### src/rtl/rob_pkg.sv
// Shared defaults, derived widths and the {row,col} unique-ID layout used by
// the AR ID allocator and anything that needs to build or decode its uids.
package rob_pkg;

  localparam int DEF_ID_WIDTH  = 4;
  localparam int DEF_NUM_ROWS  = 16;
  localparam int DEF_NUM_COLS  = 16;
  localparam int DEF_ROW_W     = $clog2(DEF_NUM_ROWS);
  localparam int DEF_COL_W     = $clog2(DEF_NUM_COLS);
  localparam int DEF_UID_WIDTH = DEF_ROW_W + DEF_COL_W;

  typedef struct packed {
    logic [DEF_ROW_W-1:0] row;
    logic [DEF_COL_W-1:0] col;
  } uid_t;

  function automatic uid_t make_uid(input int row, input int col);
    uid_t u;
    u.row = DEF_ROW_W'(row);
    u.col = DEF_COL_W'(col);
    return u;
  endfunction

endpackage

### src/rtl/ar_id_allocator_prio_enc.sv
// First-one encoder: picks the lowest set request bit, reporting it both
// one-hot and as a binary index, plus whether any request was set.
module prio_enc #(
  parameter  int N = 16,
  localparam int W = (N > 1) ? $clog2(N) : 1
) (
  input  logic [N-1:0] i_req,
  output logic [N-1:0] o_onehot,
  output logic [W-1:0] o_idx,
  output logic         o_valid
);

  always_comb begin
    logic w_seen;
    w_seen   = 1'b0;
    o_onehot = '0;
    o_idx    = '0;
    for (int i = 0; i < N; i++) begin
      if (i_req[i] && !w_seen) begin
        o_onehot[i] = 1'b1;
        o_idx       = W'(i);
        w_seen      = 1'b1;
      end
    end
  end

  assign o_valid = |i_req;

endmodule

### src/rtl/ar_id_allocator.sv
// Maps original AXI read IDs onto unique {row,col} IDs: each in-use row is bound
// to one original ID and hands out columns in order; responses free in order.
module ar_id_allocator
  import rob_pkg::*;
#(
  parameter  int ID_WIDTH  = DEF_ID_WIDTH,
  parameter  int NUM_ROWS  = DEF_NUM_ROWS,
  parameter  int NUM_COLS  = DEF_NUM_COLS,
  localparam int ROW_W     = $clog2(NUM_ROWS),
  localparam int COL_W     = $clog2(NUM_COLS),
  localparam int UID_WIDTH = ROW_W + COL_W
) (
  input  logic                 clk,
  input  logic                 rst,
  input  logic                 alloc_valid,
  input  logic [ID_WIDTH-1:0]  alloc_orig_id,
  output logic                 alloc_ready,
  output logic [UID_WIDTH-1:0] alloc_uid,
  input  logic                 free_req,
  input  logic [UID_WIDTH-1:0] uid_to_restore,
  output logic [ID_WIDTH-1:0]  restored_id,
  output logic                 free_err,
  output logic [ROW_W:0]       rows_in_use
);

  logic [NUM_ROWS-1:0] r_row_valid;
  logic [ID_WIDTH-1:0] r_row_orig_id [NUM_ROWS];
  logic [COL_W-1:0]    r_alloc_idx   [NUM_ROWS];
  logic [COL_W:0]      r_out_cnt     [NUM_ROWS];
  logic [ROW_W:0]      r_rows_in_use;
  logic                r_free_err;

  logic [NUM_ROWS-1:0] w_valid_nxt;
  logic [ID_WIDTH-1:0] w_id_nxt  [NUM_ROWS];
  logic [COL_W-1:0]    w_idx_nxt [NUM_ROWS];
  logic [COL_W:0]      w_cnt_nxt [NUM_ROWS];

  logic [NUM_ROWS-1:0] w_match_vec;
  logic [NUM_ROWS-1:0] w_empty_vec;
  logic [NUM_ROWS-1:0] w_full_vec;
  logic [NUM_ROWS-1:0] w_match_oh;
  logic [NUM_ROWS-1:0] w_free_oh;
  logic [NUM_ROWS-1:0] w_tgt_oh;
  logic [NUM_ROWS-1:0] w_grant_row;
  logic [NUM_ROWS-1:0] w_free_hit;
  logic [ROW_W-1:0]    w_match_idx;
  logic [ROW_W-1:0]    w_free_idx;
  logic [ROW_W-1:0]    w_tgt_row;
  logic [ROW_W-1:0]    w_free_row;
  logic                w_match_any;
  logic                w_free_any;
  logic                w_grant;
  logic                w_free_ok;
  logic                w_free_bad;
  logic [ROW_W:0]      w_pop;
  logic                w_unused_col;

  // Frees are strictly in order per row, so the column part only rides along.
  assign w_free_row   = uid_to_restore[UID_WIDTH-1:COL_W];
  assign w_unused_col = ^uid_to_restore[COL_W-1:0];

  generate
    for (genvar gi = 0; gi < NUM_ROWS; gi++) begin : g_row
      assign w_match_vec[gi] = r_row_valid[gi] && (r_row_orig_id[gi] == alloc_orig_id);
      assign w_empty_vec[gi] = ~r_row_valid[gi];
      assign w_full_vec[gi]  = (r_out_cnt[gi] >= (COL_W+1)'(NUM_COLS));
      assign w_grant_row[gi] = w_grant & w_tgt_oh[gi];
      assign w_free_hit[gi]  = w_free_ok && (w_free_row == ROW_W'(gi));

      // A grant and a free landing on the same row cancel in the count and keep it bound.
      assign w_valid_nxt[gi] = w_grant_row[gi] |
                               (r_row_valid[gi] &
                                ~(w_free_hit[gi] && (r_out_cnt[gi] == (COL_W+1)'(1))));
      assign w_id_nxt[gi]    = w_grant_row[gi] ? alloc_orig_id : r_row_orig_id[gi];
      assign w_idx_nxt[gi]   = !w_grant_row[gi] ? r_alloc_idx[gi] :
                               (r_alloc_idx[gi] == COL_W'(NUM_COLS - 1)) ? '0 :
                               r_alloc_idx[gi] + COL_W'(1);
      assign w_cnt_nxt[gi]   = (w_grant_row[gi] && !w_free_hit[gi]) ? r_out_cnt[gi] + (COL_W+1)'(1) :
                               (!w_grant_row[gi] && w_free_hit[gi]) ? r_out_cnt[gi] - (COL_W+1)'(1) :
                               r_out_cnt[gi];
    end
  endgenerate

  prio_enc #(.N(NUM_ROWS)) u_match_enc (
    .i_req    (w_match_vec),
    .o_onehot (w_match_oh),
    .o_idx    (w_match_idx),
    .o_valid  (w_match_any)
  );

  prio_enc #(.N(NUM_ROWS)) u_free_enc (
    .i_req    (w_empty_vec),
    .o_onehot (w_free_oh),
    .o_idx    (w_free_idx),
    .o_valid  (w_free_any)
  );

  // Lookup uses pre-update state, so a row emptied this cycle is not a candidate yet.
  assign w_tgt_oh    = w_match_any ? w_match_oh  : w_free_oh;
  assign w_tgt_row   = w_match_any ? w_match_idx : w_free_idx;
  assign alloc_ready = w_match_any ? ~|(w_match_oh & w_full_vec) : w_free_any;
  assign alloc_uid   = {w_tgt_row, r_alloc_idx[w_tgt_row]};
  assign w_grant     = alloc_valid & alloc_ready;

  assign w_free_ok   = free_req && (r_out_cnt[w_free_row] != '0);
  assign w_free_bad  = free_req && (r_out_cnt[w_free_row] == '0);
  assign restored_id = r_row_orig_id[w_free_row];

  always_comb begin
    w_pop = '0;
    for (int i = 0; i < NUM_ROWS; i++) begin
      w_pop = w_pop + {{ROW_W{1'b0}}, w_valid_nxt[i]};
    end
  end

  always_ff @(posedge clk) begin
    if (rst) begin
      r_row_valid   <= '0;
      r_rows_in_use <= '0;
      r_free_err    <= 1'b0;
      for (int i = 0; i < NUM_ROWS; i++) begin
        r_row_orig_id[i] <= '0;
        r_alloc_idx[i]   <= '0;
        r_out_cnt[i]     <= '0;
      end
    end else begin
      r_row_valid   <= w_valid_nxt;
      r_rows_in_use <= w_pop;
      r_free_err    <= w_free_bad;
      for (int i = 0; i < NUM_ROWS; i++) begin
        r_row_orig_id[i] <= w_id_nxt[i];
        r_alloc_idx[i]   <= w_idx_nxt[i];
        r_out_cnt[i]     <= w_cnt_nxt[i];
      end
    end
  end

  assign free_err    = r_free_err;
  assign rows_in_use = r_rows_in_use;

endmodule

### config.mk
export PLATFORM = sky130hd
export DESIGN_NAME = ar_id_allocator
export DESIGN_NICKNAME = d
export VERILOG_FILES = /design/src/rtl/rob_pkg.sv /design/src/rtl/ar_id_allocator_prio_enc.sv /design/src/rtl/ar_id_allocator.sv
export SDC_FILE = /design/constraint.sdc
export NUM_CORES = 1
export LEC_CHECK = 0
export ABC_CLOCK_PERIOD_IN_PS = 13300
export BUFFER_PORTS_ARGS = -buffer_cell sky130_fd_sc_hd__buf_2
export CAP_MARGIN = 30
export CORE_UTILIZATION = 45
export CTS_CLUSTER_DIAMETER = 50
export DETAILED_ROUTE_END_ITERATION = 10
export SLEW_MARGIN = 20
export SYNTH_ARGS = -nofsm -noshare
export SYNTH_HDL_FRONTEND = slang
export SYNTH_HIERARCHICAL = 1
export SYNTH_SLANG_ARGS = --single-unit
export TNS_END_PERCENT = 20
### constraint.sdc
create_clock -name clk -period 13.3 [get_ports clk]
set_input_delay 1.33 -clock clk [delete_from_list [all_inputs] [get_ports clk]]
set_output_delay 1.33 -clock clk [all_outputs]
set_load 0.01 [all_outputs]
After elaboration in Yosys (flattened, before gate mapping):

Memories as Yosys holds them, arrays and structs flattened.
Index checks and enable logic that the tools add are counted.

* bits of input ports: 16
* memory bits (writable): 208
* output and inout bits: 19
* bits in registers: 22
* logic and storage cells: 682
* memories kept: 3

* $lt $le $gt $ge: 16
* reduce and logical (&&, ||, !) cells: 180
* add/subtract/negate cells: 63
* bitwise logic cells: 130
* mux-type cells: 224
* equality and inequality tests: 63

Memories
* r_out_cnt: depth 16, width 5, read ports 17, clocked after Yosys merged registers in 0, write ports 16, RTL line ar_id_allocator.sv:29 `logic [COL_W:0] r_out_cnt [NUM_ROWS];`
* r_alloc_idx: depth 16, width 4, read ports 17, clocked after Yosys merged registers in 0, write ports 16, RTL line ar_id_allocator.sv:28 `logic [COL_W-1:0] r_alloc_idx [NUM_ROWS];`
* r_row_orig_id: depth 16, width 4, read ports 17, clocked after Yosys merged registers in 0, write ports 16, RTL line ar_id_allocator.sv:27 `logic [ID_WIDTH-1:0] r_row_orig_id [NUM_ROWS];`

Operator list (number)
* two-way mux 4 bit: 97
* two-way mux 5 bit: 48
* logical AND 1 bit: 112
* equality test 4 bit, second input constant: 24
* adder 5 x 1 -> 5 bit, second input constant: 16
* equality test 5 x 1 -> 1 bit, second input constant: 16
* greater-or-equal comparator 5 bit, second input constant: 16
* subtractor 5 x 1 -> 5 bit, second input constant: 16
* two-way mux 1 bit: 66
* adder 4 x 1 -> 4 bit, second input constant: 16
* equality test 4 bit: 16
* bitwise OR 1 bit: 64
* logical NOT 1 bit: 62
* adder 5 x 1 -> 5 bit: 11
* OR reduction 16 bit: 3
* AND 1 bit: 33
* inverter 1 bit: 32
* two-way mux 3 bit: 8
* AND 16 bit: 1
* equality test 4 x 3 -> 1 bit, second input constant: 4
* two-way mux 16 bit: 1
* equality test 4 x 2 -> 1 bit, second input constant: 2
* two-way mux 2 bit: 4
* adder 4 x 1 -> 5 bit: 1
* other kinds (7): 7

Longest topological paths before layout:

Gate-level depths: netlist of the first run.
An unclocked memory read counts as a cell.

* depth in word-level cells: 71
* depth in mapped cells: 32
* gate-level depth less buffers: 27

Hierarchy:

Netlist of the first run, hierarchy kept.

Modules (own cells, without submodules)
* ar_id_allocator: cells an instance 1729, instances 1, area an instance 13998.4 µm², seq. area each 4604.4 µm²
* prio_enc: cells an instance 51, instances 2, area an instance 329.1 µm², seq. area each 0.0 µm²

Worst setup path before layout of the first run:

Ideal clock, no wire load.

* kind: input -> register
* start: in alloc_orig_id[1]
* end: reg r_rows_in_use[3], in the netlist rows_in_use[3]
* buffers on the path: 4
* setup slack: 5.432 ns
* data arrival time: 7.741 ns
* stages: 29
* required time: 13.172 ns
* library setup time: 0.128 ns
* cells stage by stage: clkbuf_1 -> buf_1 -> xnor2_1 -> nand3_1 -> nor3_1 -> or4_1 -> buf_6 -> nor3b_4 -> nand2_2 -> nor3b_2 -> a22o_1 -> a221oi_1 -> and4_1 -> buf_6 -> a32oi_2 -> clkinv_1 -> nor2_1 -> a21oi_1 -> fa_1 -> fa_1 -> fa_1 -> inv_1 -> fa_1 -> inv_1 -> ha_1 -> a21o_1 -> a21oi_1 -> xor2_1 -> nor2_1

* elaborated cells on any way between the ends: 146
* classes of those cells: 15 x add/sub; 16 x eq/ne; 32 x mux; 34 x bitwise; 49 x reduce/logical

RTL lines
* start, declared: RTL line ar_id_allocator.sv:16 `input logic [ID_WIDTH-1:0] alloc_orig_id,`
* equality test 4 bit *: RTL line ar_id_allocator.sv:64 `assign w_match_vec[gi] = r_row_valid[gi] && (r_row_orig_id[gi] == alloc_orig_id);`
* logical AND 1 bit *: RTL line ar_id_allocator.sv:64
* named net w_match_vec[1]: RTL line ar_id_allocator.sv:38 `logic [NUM_ROWS-1:0] w_match_vec;`
* logical AND 1 bit *: RTL line ar_id_allocator_prio_enc.sv:19 `if (i_req[i] && !w_seen) begin`
* two-way mux 1 bit *: RTL line ar_id_allocator_prio_enc.sv:19
* logical NOT 1 bit: RTL line ar_id_allocator_prio_enc.sv:19
* logical AND 1 bit: RTL line ar_id_allocator_prio_enc.sv:19
* two-way mux 1 bit *: RTL line ar_id_allocator_prio_enc.sv:19
* (+39 left out)
* named net w_match_oh[15]: RTL line ar_id_allocator.sv:41 `logic [NUM_ROWS-1:0] w_match_oh;`
* (+2 left out)
* logical NOT 1 bit *: RTL line ar_id_allocator.sv:101 `assign alloc_ready = w_match_any ? ~|(w_match_oh & w_full_vec) : w_free_any;`
* two-way mux 1 bit *: RTL line ar_id_allocator.sv:101
* AND 1 bit *: RTL line ar_id_allocator.sv:103 `assign w_grant = alloc_valid & alloc_ready;`
* AND 1 bit *: RTL line ar_id_allocator.sv:67 `assign w_grant_row[gi] = w_grant & w_tgt_oh[gi];`
* named net w_grant_row[9]: RTL line ar_id_allocator.sv:44 `logic [NUM_ROWS-1:0] w_grant_row;`
* bitwise OR 1 bit *: RTL line ar_id_allocator.sv:71 `assign w_valid_nxt[gi] = w_grant_row[gi] |`
* named net w_valid_nxt[9]: RTL line ar_id_allocator.sv:33 `logic [NUM_ROWS-1:0] w_valid_nxt;`
* adder 5 x 1 -> 5 bit * (7 in a row): RTL line ar_id_allocator.sv:112 `w_pop = w_pop + {{ROW_W{1'b0}}, w_valid_nxt[i]};`
* end signal, assigned: RTL line ar_id_allocator.sv:128 `r_rows_in_use <= w_pop;`
* end, declared: RTL line ar_id_allocator.sv:30 `logic [ROW_W:0] r_rows_in_use;`

The timed path passes the listed nets; every way through them passes the cells marked *.
A chain may end at the register's enable or synchronous reset.

Worst setup path in the final report of the first run:

* start: in alloc_orig_id[3]
* end: reg r_rows_in_use[4], in the netlist rows_in_use[4]

* elaborated cells on any way between the ends: 146
* classes of those cells: 15 x add/sub; 16 x eq/ne; 32 x mux; 34 x bitwise; 49 x reduce/logical

RTL lines (RTL line)
* equality test 4 bit *: ar_id_allocator.sv:64
* logical AND 1 bit *: ar_id_allocator.sv:64
* named net w_match_vec[0]: ar_id_allocator.sv:38
* two-way mux 1 bit *: ar_id_allocator_prio_enc.sv:19
* logical NOT 1 bit: ar_id_allocator_prio_enc.sv:19
* logical AND 1 bit: ar_id_allocator_prio_enc.sv:19
* two-way mux 1 bit *: ar_id_allocator_prio_enc.sv:19
* logical NOT 1 bit: ar_id_allocator_prio_enc.sv:19
* (+23 left out)
* named net w_match_oh[9]: ar_id_allocator.sv:41
* (+3 left out)
* two-way mux 1 bit *: ar_id_allocator.sv:101
* AND 1 bit *: ar_id_allocator.sv:103
* AND 1 bit *: ar_id_allocator.sv:67
* named net w_grant_row[3]: ar_id_allocator.sv:44
* bitwise OR 1 bit *: ar_id_allocator.sv:71
* adder 3 x 1 -> 4 bit *: ar_id_allocator.sv:112
* adder 4 x 1 -> 5 bit *: ar_id_allocator.sv:112
* adder 5 x 1 -> 5 bit * (11 in a row): ar_id_allocator.sv:112

Marks and branches as above.

==> results_dict.tcl, run 1 <==
set metrics [dict create \
    path_clk_slew_ns 0.05 \
    dieWidth_um 182 \
    gr-total-overflow 0 \
    nets 1944 \
    cp_data_arrival_time_ns 9.24 \
    ir_worst_vdd_v 0.0000925 \
    async_flop_share_pct 0 \
    synthFlopType "dfxtp_1" \
    routed_via_density 5.61 \
    critPathMaxStageDelay_ns 0.85 \
    dieArea_um2 33300 \
    grt_max_degree 93 \
    synth_area_um2 14700 \
    power_per_cell_area_nw_per_um2 113 \
    rows 65 \
    start_util_pct 46.1 \
    seq_area_um2 4600 \
    drv_slew 0 \
    layout_min_cycle_time_ns 8.83 \
    worstPathRequired_ns 13.71 \
    cts_resized 0 \
    drv_cap 0 \
    relSlewSlack_pct 39.1 \
    clock-sinks 230 \
    gp_congestion 0.906 \
    critPathKind "input pin to flop" \
    syn_avg_cell_area_um2 8.00 \
    start_kind "input pin" \
    htree_levels 2 \
    clockBufferDepth 3 \
    ys_types 79 \
    synthTopCellsByArea "dfxtp_1, nand2_1, ha_1" \
    multi_input_area_um2 9240 \
    crit_fanout 32 \
    place.port_buffers 30 \
    grt_usage_pct 23.1 \
    max_slew.worst_pin.slew_ns 0.913 \
    grt_first_pass_wirelength_um 62300 \
    core-area_um2 31800 \
    tritoncts "built" \
    drcViolationCount 0 \
    hold_viol_final 0 \
    synth.top_cell.area_share_pct 31.4 \
    utilization_pct 51.4 \
    cts_root_buf "clkbuf_16" \
    tns_ns 0 \
    period_share_pct 66.4 \
    syn_to_final_growth_pct 11.6 \
    drt_iter0_drc 957 \
    max_freq_mhz 113 \
    setup_viol 0 \
    dr.pass1.iters 5 \
    fillers 3063 \
    vias 12900 \
    dpl.hpwl_um 27500 \
    routedWlPerCell_um 16.8 \
    first_global_vias 11800 \
    ys_ff_latch 230 \
    netlist_instances 1831 \
    rrSetupSlack_ns 5.57 \
    postCtsSetupRepairBufs 0 \
    clk_latency_ns 0.51 \
    routed_wl_um 38600 \
    ys_warn_count 6 \
    syn-num-nets 1942 \
    synth_edf_count 0 \
    cts_buffers 34 \
    antenna_found_initial 0 \
    cp_slowest_cell "and4_1" \
    die_h_um 182 \
    grt_setup_unrepaired "no" \
    p_leak_nw 5.99 \
    cts_hold_buffers 0 \
    layout-drive-gt1-share_pct 10.0 \
    hp-class "flop to flop" \
    ant_nets 0 \
    synth_area_leader_cell "dfxtp_1" \
    clock_skew_ns 0.0121 \
    end_kind "flop" \
    io-pin-count 35 \
    outcome "finished clean" \
    n_antenna_cell 0 \
    synth-seq-area-share_pct 31.4 \
]
-- final timing paths --
check | startpoint | endpoint | depth (start not counted)
worst max-delay path | alloc_orig_id[3] | rows_in_use[4] | 29
worst min-delay path | r_row_orig_id[13][0] | r_row_orig_id[13][0] | 2
worst max register to register | r_row_orig_id[0][3] | rows_in_use[4] | 28
worst min register to register | r_row_orig_id[13][0] | r_row_orig_id[13][0] | 2
-- registers in the layout, indices dropped and copies added, names as in the netlist --
name           cells
r_alloc_idx       64
r_row_valid       16
free_err           1
r_row_orig_id     64
r_out_cnt         80
rows_in_use        5
-- where the power goes --
group,total (mW),internal [mW],switching [mW]
clock network,0.972,0.638,0.334
registers,0.718,0.702,0.0160
logic,0.160,0.0598,0.100
-- cells by family after synthesis --
kind of cell	count (synthesis)	share of synthesized area, %
buffers and inverters	191	5.57
flip-flops	230	31.4
adder cells (fa/ha/maj)	95	8.62
AO/OA/AOI/OAI	402	17.3
AND/OR/NAND/NOR	739	24.3
XOR/XNOR	130	7.77
multiplexers	44	5.01
-- layout by cell type, fill, tap and decap left out, drive strengths merged, types with 6 or more instances in the layout --
master    n
inv     101
nor4     16
a32oi    19
ha       85
or3      34
and2     15
a221oi    6
and3     18
nor3b    11
dfxtp   230
nand3    44
a21oi   213
fa       10
mux2i    19
nor2    162
a21o      9
mux4     23
a311oi   12
clkbuf   48
a211oi   17
buf      51
or4      11
clkinv    8
o21ai    60
nand3b   21
nand4    34
a31oi    34
xor2     50
nand4b   12
xnor2    80
nor3     34
nand2   303
-- cell usage after synthesis, types with 13 or more instances --
cell,n
mux4_2,22
nor4_1,16
a31oi_1,33
a21oi_1,211
nand2_1,301
nand3b_1,21
o21ai_0,57
ha_1,85
and2_1,13
xor2_1,50
nor2_1,162
nor3_1,32
mux2i_1,19
and3_1,16
a211oi_1,14
buf_1,16
dfxtp_1,230
nand4_1,34
inv_2,13
or3_1,34
nand3_1,43
inv_1,88
buf_2,19
clkbuf_1,39
xnor2_1,80
-- per-stage QoR --
| step | cells | instance area (um^2) | power, mW | setup WS (ns) | hold WS [ns] |
|---|---|---|---|---|---|
| finish | 2291 | 16400 | 1.85 | 4.47 | 0.480 |
| CTS | 2288 | 16300 | 1.87 | 4.35 | 0.482 |
| detailed placement | 2229 | 15100 | 0.889 | 3.86 | 0.474 |
| global route | 2291 | 16400 | 1.92 | 4.02 | 0.494 |
| global placement | 2229 | 15100 | 0.888 | 3.81 | 0.461 |
| floorplan | 1831 | 14700 | 0.850 | 5.43 | 0.453 |
-- per-layer routing --
layer  vias up  GRT usage [%]  wire length (um)
met3        84           3.19              1510
met5         -              0                 0
met2       239           37.4             17400
met1      6097           31.1             18400
li1       6443              -                 -
met4         0           9.14              1300
-- critical path: cells and delay by family --
family	cells	cell delay [ns]
and+or+nand+nor	8	2.34
adders and majority gates	6	2.59
xor gates and xnor gates	1	0.20
buffers and inverters	9	1.58
AOI/OAI and AO/OA	5	1.17
-- area by class of cell --
cell class	instances	area share (%)
inverter	105	2.41
timing repair buffer	52	2.12
clock buffer	47	6.32
sequential	230	28.1
tap	435	3.33
clock inverter	12	1.20
multi-input combinational	1410	56.5
No activity file was read; power rests on OpenSTA's default activity.
==> inputs of run 2 (changes only) <==
--- a/config.mk
+++ b/config.mk
@@ -5,7 +5,8 @@
 export SDC_FILE = /design/constraint.sdc
 export NUM_CORES = 1
 export LEC_CHECK = 0
-export ABC_CLOCK_PERIOD_IN_PS = 13300
+export ABC_AREA = 1
+export ABC_CLOCK_PERIOD_IN_PS = 8500
 export BUFFER_PORTS_ARGS = -buffer_cell sky130_fd_sc_hd__buf_2
 export CAP_MARGIN = 30
 export CORE_UTILIZATION = 45
==> constraint.sdc (replaced) <==
create_clock -name clk -period 8.5 [get_ports clk]
set_input_delay 0.85 -clock clk [delete_from_list [all_inputs] [get_ports clk]]
set_output_delay 0.85 -clock clk [all_outputs]
set_load 0.01 [all_outputs]
==> run 2 against run 1 <==
  * Register-to-register slack lost 3.7 ns
  * Cell count up 24%
  * Sequential cell count did not move
  * Wire length grew 24%
  * Critical path depth up 3
  * Critical endpoint is now rows_in_use[3]
  * Clock power grew 53%
==> results_dict.tcl, run 2 <==
set metrics [dict create \
    grt_max_degree 89 \
    cp_slowest_cell "fa_1" \
    cts_root_buf "clkbuf_16" \
    hold_end "r_row_orig_id[3][3]" \
    layout_min_cycle_time_ns 7.11 \
    yosysMostFrequentCell "nand2_1" \
    crit_fanout 18 \
    tritoncts "built" \
    async_flop_share_pct 0 \
    synth_area_leader_cell "dfxtp_1" \
    vias 15600 \
    clock-sinks 230 \
    dr.pass1.iters 5 \
    nets 2475 \
    layout-drive-gt1-share_pct 7.95 \
    ys_ff_latch 230 \
    r2r_cells 31 \
    place.port_buffers 30 \
    outcome "finished clean" \
    path_clk_slew_ns 0.06 \
    critPathKind "input pin to flop" \
    ys_types 47 \
    hold_depth 2 \
    clock_skew_ns 0.0143 \
    tns_ns 0 \
    cp_data_arrival_time_ns 7.55 \
    ys_warn_count 6 \
    setup_viol 0 \
    rrSetupSlack_ns 1.91 \
    netlist_instances 2348 \
    ant_nets 0 \
    worstPathRequired_ns 8.94 \
    post-place-ws_ns 0.996 \
    hold_viol_final 0 \
    synthTopCellsByArea "dfxtp_1, nand2_1, a21oi_1" \
    dieWidth_um 187 \
    r2r_end "rows_in_use[3]" \
    die_h_um 187 \
    syn_avg_cell_area_um2 6.54 \
    end_kind "flop" \
    worst_r2r_startpoint "r_row_orig_id[3][1]" \
    start_util_pct 45.8 \
    cts_resized 0 \
    syn_to_final_growth_pct 12.2 \
    synth-seq-area-share_pct 30.0 \
    drcViolationCount 0 \
    rows 67 \
    syn-num-nets 2459 \
    p_leak_nw 7.27 \
    hold_start "r_row_orig_id[3][3]" \
    utilization_pct 51.4 \
    power_per_cell_area_nw_per_um2 165 \
    relSlewSlack_pct 34.2 \
    grt_first_pass_wirelength_um 75500 \
    dpl.hpwl_um 34800 \
    antenna_found_initial 0 \
    drt_iter0_drc 1357 \
    first_global_vias 14100 \
    fillers 3368 \
    netlist_top_cells_count "nand2_1, inv_1, a21oi_1" \
    reg.largest.list "r_out_cnt: 80 flops, r_alloc_idx: 64 flops, r_row_orig_id: 64 flops" \
    grt_usage_pct 26.9 \
    htree_levels 2 \
    n_antenna_cell 0 \
    synth_edf_count 0 \
    fin_area_um2 17200 \
    synth.top_cell.area_share_pct 30.0 \
    layout_commonest_cell "nand2_1" \
    max_slew.worst_pin.slew_ns 0.984 \
    drv_cap 0 \
    dieArea_um2 34900 \
    core-area_um2 33500 \
    ir_worst_vdd_v 0.000124 \
    gp_congestion 0.944 \
    worst_slack_ns 1.39 \
    worst_hold_slack_ns 0.468 \
    cts_hold_buffers 0 \
    max_freq_mhz 141 \
    routed_via_density 5.48 \
    postCtsSetupRepairBufs 0 \
    dpl_cell_area_um2 16000 \
    clk_latency_ns 0.51 \
    cts_buffers 35 \
    period_share_pct 83.7 \
    drv_slew 0 \
    clockBufferDepth 3 \
    routed_wl_um 47700 \
    hp-class "flop to flop" \
    gr-total-overflow 0 \
    routedWlPerCell_um 16.8 \
    largest_reg_flops 80 \
    largest_register "r_out_cnt" \
    critPathMaxStageDelay_ns 0.59 \
    layout_common_cells "nand2_1, inv_1, a21oi_1" \
    io-pin-count 35 \
    grt_setup_unrepaired "no" \
    synthFlopType "dfxtp_1" \
    synth_area_um2 15400 \
    start_kind "input pin" \
]
run 2: cell count changes in the layout (fill, tap and decap cells not counted), sizes merged, moves of 24 or more:
cell and change:
o22ai +43, or3 -34, xnor2 -63, a21oi +63, or2 +24, o21ai +124
xor2 -30, nand4 +25, nand2 +297, a31oi -28, inv +211
run 2: cells by family after synthesis:
| family | Yosys count | share of synthesized area (%) |
|---|---|---|
| AND/OR/NAND/NOR | 980 | 27.5 |
| AO/OA/AOI/OAI | 592 | 21.8 |
| buffers and inverters | 414 | 10.4 |
| flip-flops | 230 | 30.0 |
| adder cells (fa/ha/maj) | 95 | 8.22 |
| XOR/XNOR | 37 | 2.11 |
run 2: where the power goes:
group	switching [mW]	internal, mW
combinational	0.180	0.0730
sequential	0.0146	1.09
clock	0.538	0.954
total	0.733	2.12
run 2: cell type report:
cell class / instances / area (um^2) / share of cell area (%)
clock buffers: 49 / 1010 / 5.86
clock inverters: 13 / 188 / 1.09
inverters: 321 / 1200 / 6.99
repair buffers: 72 / 499 / 2.90
multi-input cells: 1704 / 9180 / 53.2
flip-flops and latches: 230 / 4600 / 26.7
well taps: 448 / 561 / 3.25
run 2: through the flow:
stage / std cells / power, mW
after floorplan: 2348 / 1.29
after global placement: 2772 / 1.38
after detailed placement: 2774 / 1.38
after CTS: 2836 / 2.88
after global routing: 2837 / 2.94
final: 2837 / 2.85
run 2: worst max-delay path, delay by kind of cell:
family,cells,cell delay (ns)
AO/OA/AOI/OAI,11,1.91
adder cells (fa/ha/maj),5,2.43
buffers and inverters,8,1.57
AND/OR/NAND/NOR,8,0.74
run 2: worst max path at each step:
stage | from | to | slack, ns | depth (start not counted)
4_1_cts | alloc_orig_id[1] | rows_in_use[2] | 1.48 | 32
5_1_grt | alloc_orig_id[1] | rows_in_use[2] | 0.91 | 32
3_5_place_dp | alloc_orig_id[1] | rows_in_use[3] | 1.0 | 31
2_1_floorplan | alloc_orig_id[0] | rows_in_use[3] | 1.76 | 31
6_report | alloc_orig_id[1] | rows_in_use[3] | 1.39 | 32
3_3_place_gp | alloc_orig_id[1] | rows_in_use[3] | 1.01 | 32
run 2: per-layer routing:
layer / share of wire [%] / global-route usage, %
met1: 46 / 37.3
met2: 45 / 43.0
met3: 6.0 / 3.10
met4: 3.1 / 9.65
met5: 0 / 0
==> inputs of run 3 (changes only) <==
--- a/config.mk
+++ b/config.mk
@@ -5,8 +5,8 @@
 export SDC_FILE = /design/constraint.sdc
 export NUM_CORES = 1
 export LEC_CHECK = 0
-export ABC_AREA = 1
-export ABC_CLOCK_PERIOD_IN_PS = 8500
+export ABC_AREA = 0
+export ABC_CLOCK_PERIOD_IN_PS = 5800
 export BUFFER_PORTS_ARGS = -buffer_cell sky130_fd_sc_hd__buf_2
 export CAP_MARGIN = 30
 export CORE_UTILIZATION = 45
==> constraint.sdc (replaced) <==
create_clock -name clk -period 5.8 [get_ports clk]
set_input_delay 0.58 -clock clk [delete_from_list [all_inputs] [get_ports clk]]
set_output_delay 0.58 -clock clk [all_outputs]
set_load 0.01 [all_outputs]
==> run 3 against run 2 <==
  * The run now ends with setup timing left
  * Critical path depth down 5
  * Non-clock buffer count up 176
  * Sequential power rose by 49%
  * Largest power group unchanged
  * Final area rose by 5.8%
  * Combinational power rose by 70%
  * Utilization up 5.9 points
  * Count of clock-buffer cells in the layout fell by 4
  * Sequential cell count unchanged
  * Global-route usage down 1.3 points
  * Sequential share of layout area down 1.4 points
  * Wire length fell by 10%
  * Critical endpoint is now rows_in_use[4]
==> results_dict.tcl, run 3 (synthesis gave the netlist of run 1 again) <==
set metrics [dict create \
    outcome "finished with violations" \
    violations "setup timing" \
    ant_nets 0 \
    ir_worst_vdd_v 0.000233 \
    core-area_um2 31800 \
    layout_common_cells "nand2_1, dfxtp_1, a21oi_1, buf_4, nor2_1" \
    grt_setup_unrepaired "yes" \
    path_clk_slew_ns 0.06 \
    clkPwrFrac_pct 51.5 \
    layout_min_cycle_time_ns 6.17 \
    grt_first_pass_wirelength_um 68900 \
    power_switching_mw 1.08 \
    rrSetupSlack_ns -0.37 \
    antenna_found_initial 1 \
    met1_length_um 19300 \
    clockBufferDepth 3 \
    wl_met3_um 1880 \
    dr.pass1.iters 5 \
    dpl_cell_area_um2 16700 \
    drv_cap 0 \
    tns_ns -1.33 \
    p_leak_nw 7.06 \
    reg.largest.list "r_out_cnt: 80 flops, r_alloc_idx: 64 flops, r_row_orig_id: 64 flops" \
    drv_slew 0 \
    largest_reg_flops 80 \
    dieArea_um2 33300 \
    drcViolationCount 0 \
    fin_area_um2 18200 \
    die_h_um 182 \
    cp_data_arrival_time_ns 6.59 \
    period_share_pct 106 \
    wl_met2_um 20300 \
    clock_skew_ns 0.0228 \
    fillers 2919 \
    htree_levels 2 \
    routed_via_density 5.55 \
    n_antenna_cell 0 \
    routedWlPerCell_um 17.2 \
    rows 65 \
    dpl.hpwl_um 31700 \
    setup_viol 4 \
    utilization_pct 57.4 \
    nets 2141 \
    critPathKind "flop to flop" \
    p_total_mw 4.28 \
    vias 13800 \
    grt_usage_pct 25.6 \
    cts_hold_buffers 0 \
    start_util_pct 46.1 \
    max_freq_mhz 162 \
    switching_share_pct 25.2 \
    gr-total-overflow 0 \
    power_per_cell_area_nw_per_um2 235 \
    tritoncts "built" \
    largest_register "r_out_cnt" \
    crit_fanout 6 \
    pwr-share-comb_pct 10.0 \
    syn_to_final_growth_pct 24.4 \
    intPower_mw 3.20 \
    place.port_buffers 30 \
    start_kind "flop" \
    dieWidth_um 182 \
    io-pin-count 35 \
    pwr-share-seq_pct 38.5 \
    worst_slack_ns -0.369 \
    dr.max_layer_used "met4" \
    seq_area_um2 4620 \
    first_global_vias 13000 \
    layout-drive-gt1-share_pct 21.6 \
    clk_latency_ns 0.52 \
    hold_viol_final 0 \
    cts_root_buf "clkbuf_16" \
    layout_commonest_cell "nand2_1" \
    max_slew.worst_pin.slew_ns 0.708 \
    routed_wl_um 42800 \
    drt_iter0_drc 953 \
    relSlewSlack_pct 51.4 \
    cts_buffers 35 \
    clock-sinks 230 \
    grt_max_degree 88 \
    worstPathRequired_ns 6.23 \
    multi_input_area_um2 9550 \
    hp-class "input pin to flop" \
    end_kind "flop" \
    gp_congestion 0.916 \
]
run 3: changes by cell type in the layout (fill, tap and decap cells not counted), moves of 22 or more:
cell and change:
a21oi_1 -66, a31oi_1 +27, buf_4 +169, inv_1 -221, mux4_2 +22, nand2_1 -291, nand4_1 -25, o21ai_0 -122
o22ai_1 -43, or2_2 -25, or3_1 +34, xnor2_1 +60, xor2_1 +28
run 3: layer usage:
metal  track usage, %  vias to the layer above
met5                0                        -
met4             8.07                        0
met3             3.33                       83
met2             43.7                      305
met1             33.4                     6624
li1                 -                     6819
run 3: power groups by stage:
stage	clock, mW	sequential (mW)	combinational, mW
global placement	0	1.68	0.408
CTS	2.24	1.65	0.423
global route	2.31	1.65	0.471
detailed placement	0	1.68	0.415
finish	2.20	1.65	0.429
floorplan	0	1.67	0.292
run 3: critical path, cell delays in order (launching register included):
cell	delay (ns)
dfxtp_2	0.34
xnor2_2	0.13
nand3_2	0.09
nor3_2	0.05
or4_4	0.57
nor3b_4	0.27
buf_6	0.14
and3b_2	0.21
a22o_1	0.14
a221oi_1	0.05
and4_4	0.21
buf_12	0.14
a32oi_4	0.18
inv_2	0.08
nor4_4	0.32
a32oi_2	0.16
fa_1	0.56
fa_2	0.55
fa_1	0.40
inv_1	0.09
fa_2	0.45
inv_2	0.09
ha_4	0.13
inv_2	0.04
fa_2	0.36
inv_2	0.07
a21oi_2	0.05
nor3b_2	0.19
run 3: metrics by stage:
| stage | hold WS, ns | worst slack (ns) | std cells |
|---|---|---|---|
| floorplan | 0.453 | -0.708 | 1831 |
| global placement | 0.467 | -0.912 | 2416 |
| detailed placement | 0.479 | -1.11 | 2417 |
| CTS | 0.385 | -0.376 | 2482 |
| global route | 0.389 | -0.574 | 2490 |
| finish | 0.378 | -0.369 | 2490 |
run 3: repair_timing:
item	4_1_cts	5_1_grt
resized for setup	15	45
pin swaps	12	28
cloned	0	1
buffers inserted	3	7
setup endpoints to repair	5	5
run 3: cell type report:
cell class              count  area share [%]
multi-input cells        1410            52.3
flip-flops and latches    230            25.3
repair buffers            248            10.5
clock buffers              45            5.52
well taps                 435            2.98
inverters                 105            2.17
clock inverters            17            1.16
run 3: worst paths after layout:
check	start	to	depth (start not counted)
max	r_row_orig_id[5][2]	rows_in_use[4]	27
min	alloc_orig_id[3]	r_row_orig_id[1][3]	3
max reg2reg	r_row_orig_id[5][2]	rows_in_use[4]	27
min reg2reg	r_row_orig_id[4][1]	r_row_orig_id[4][1]	2
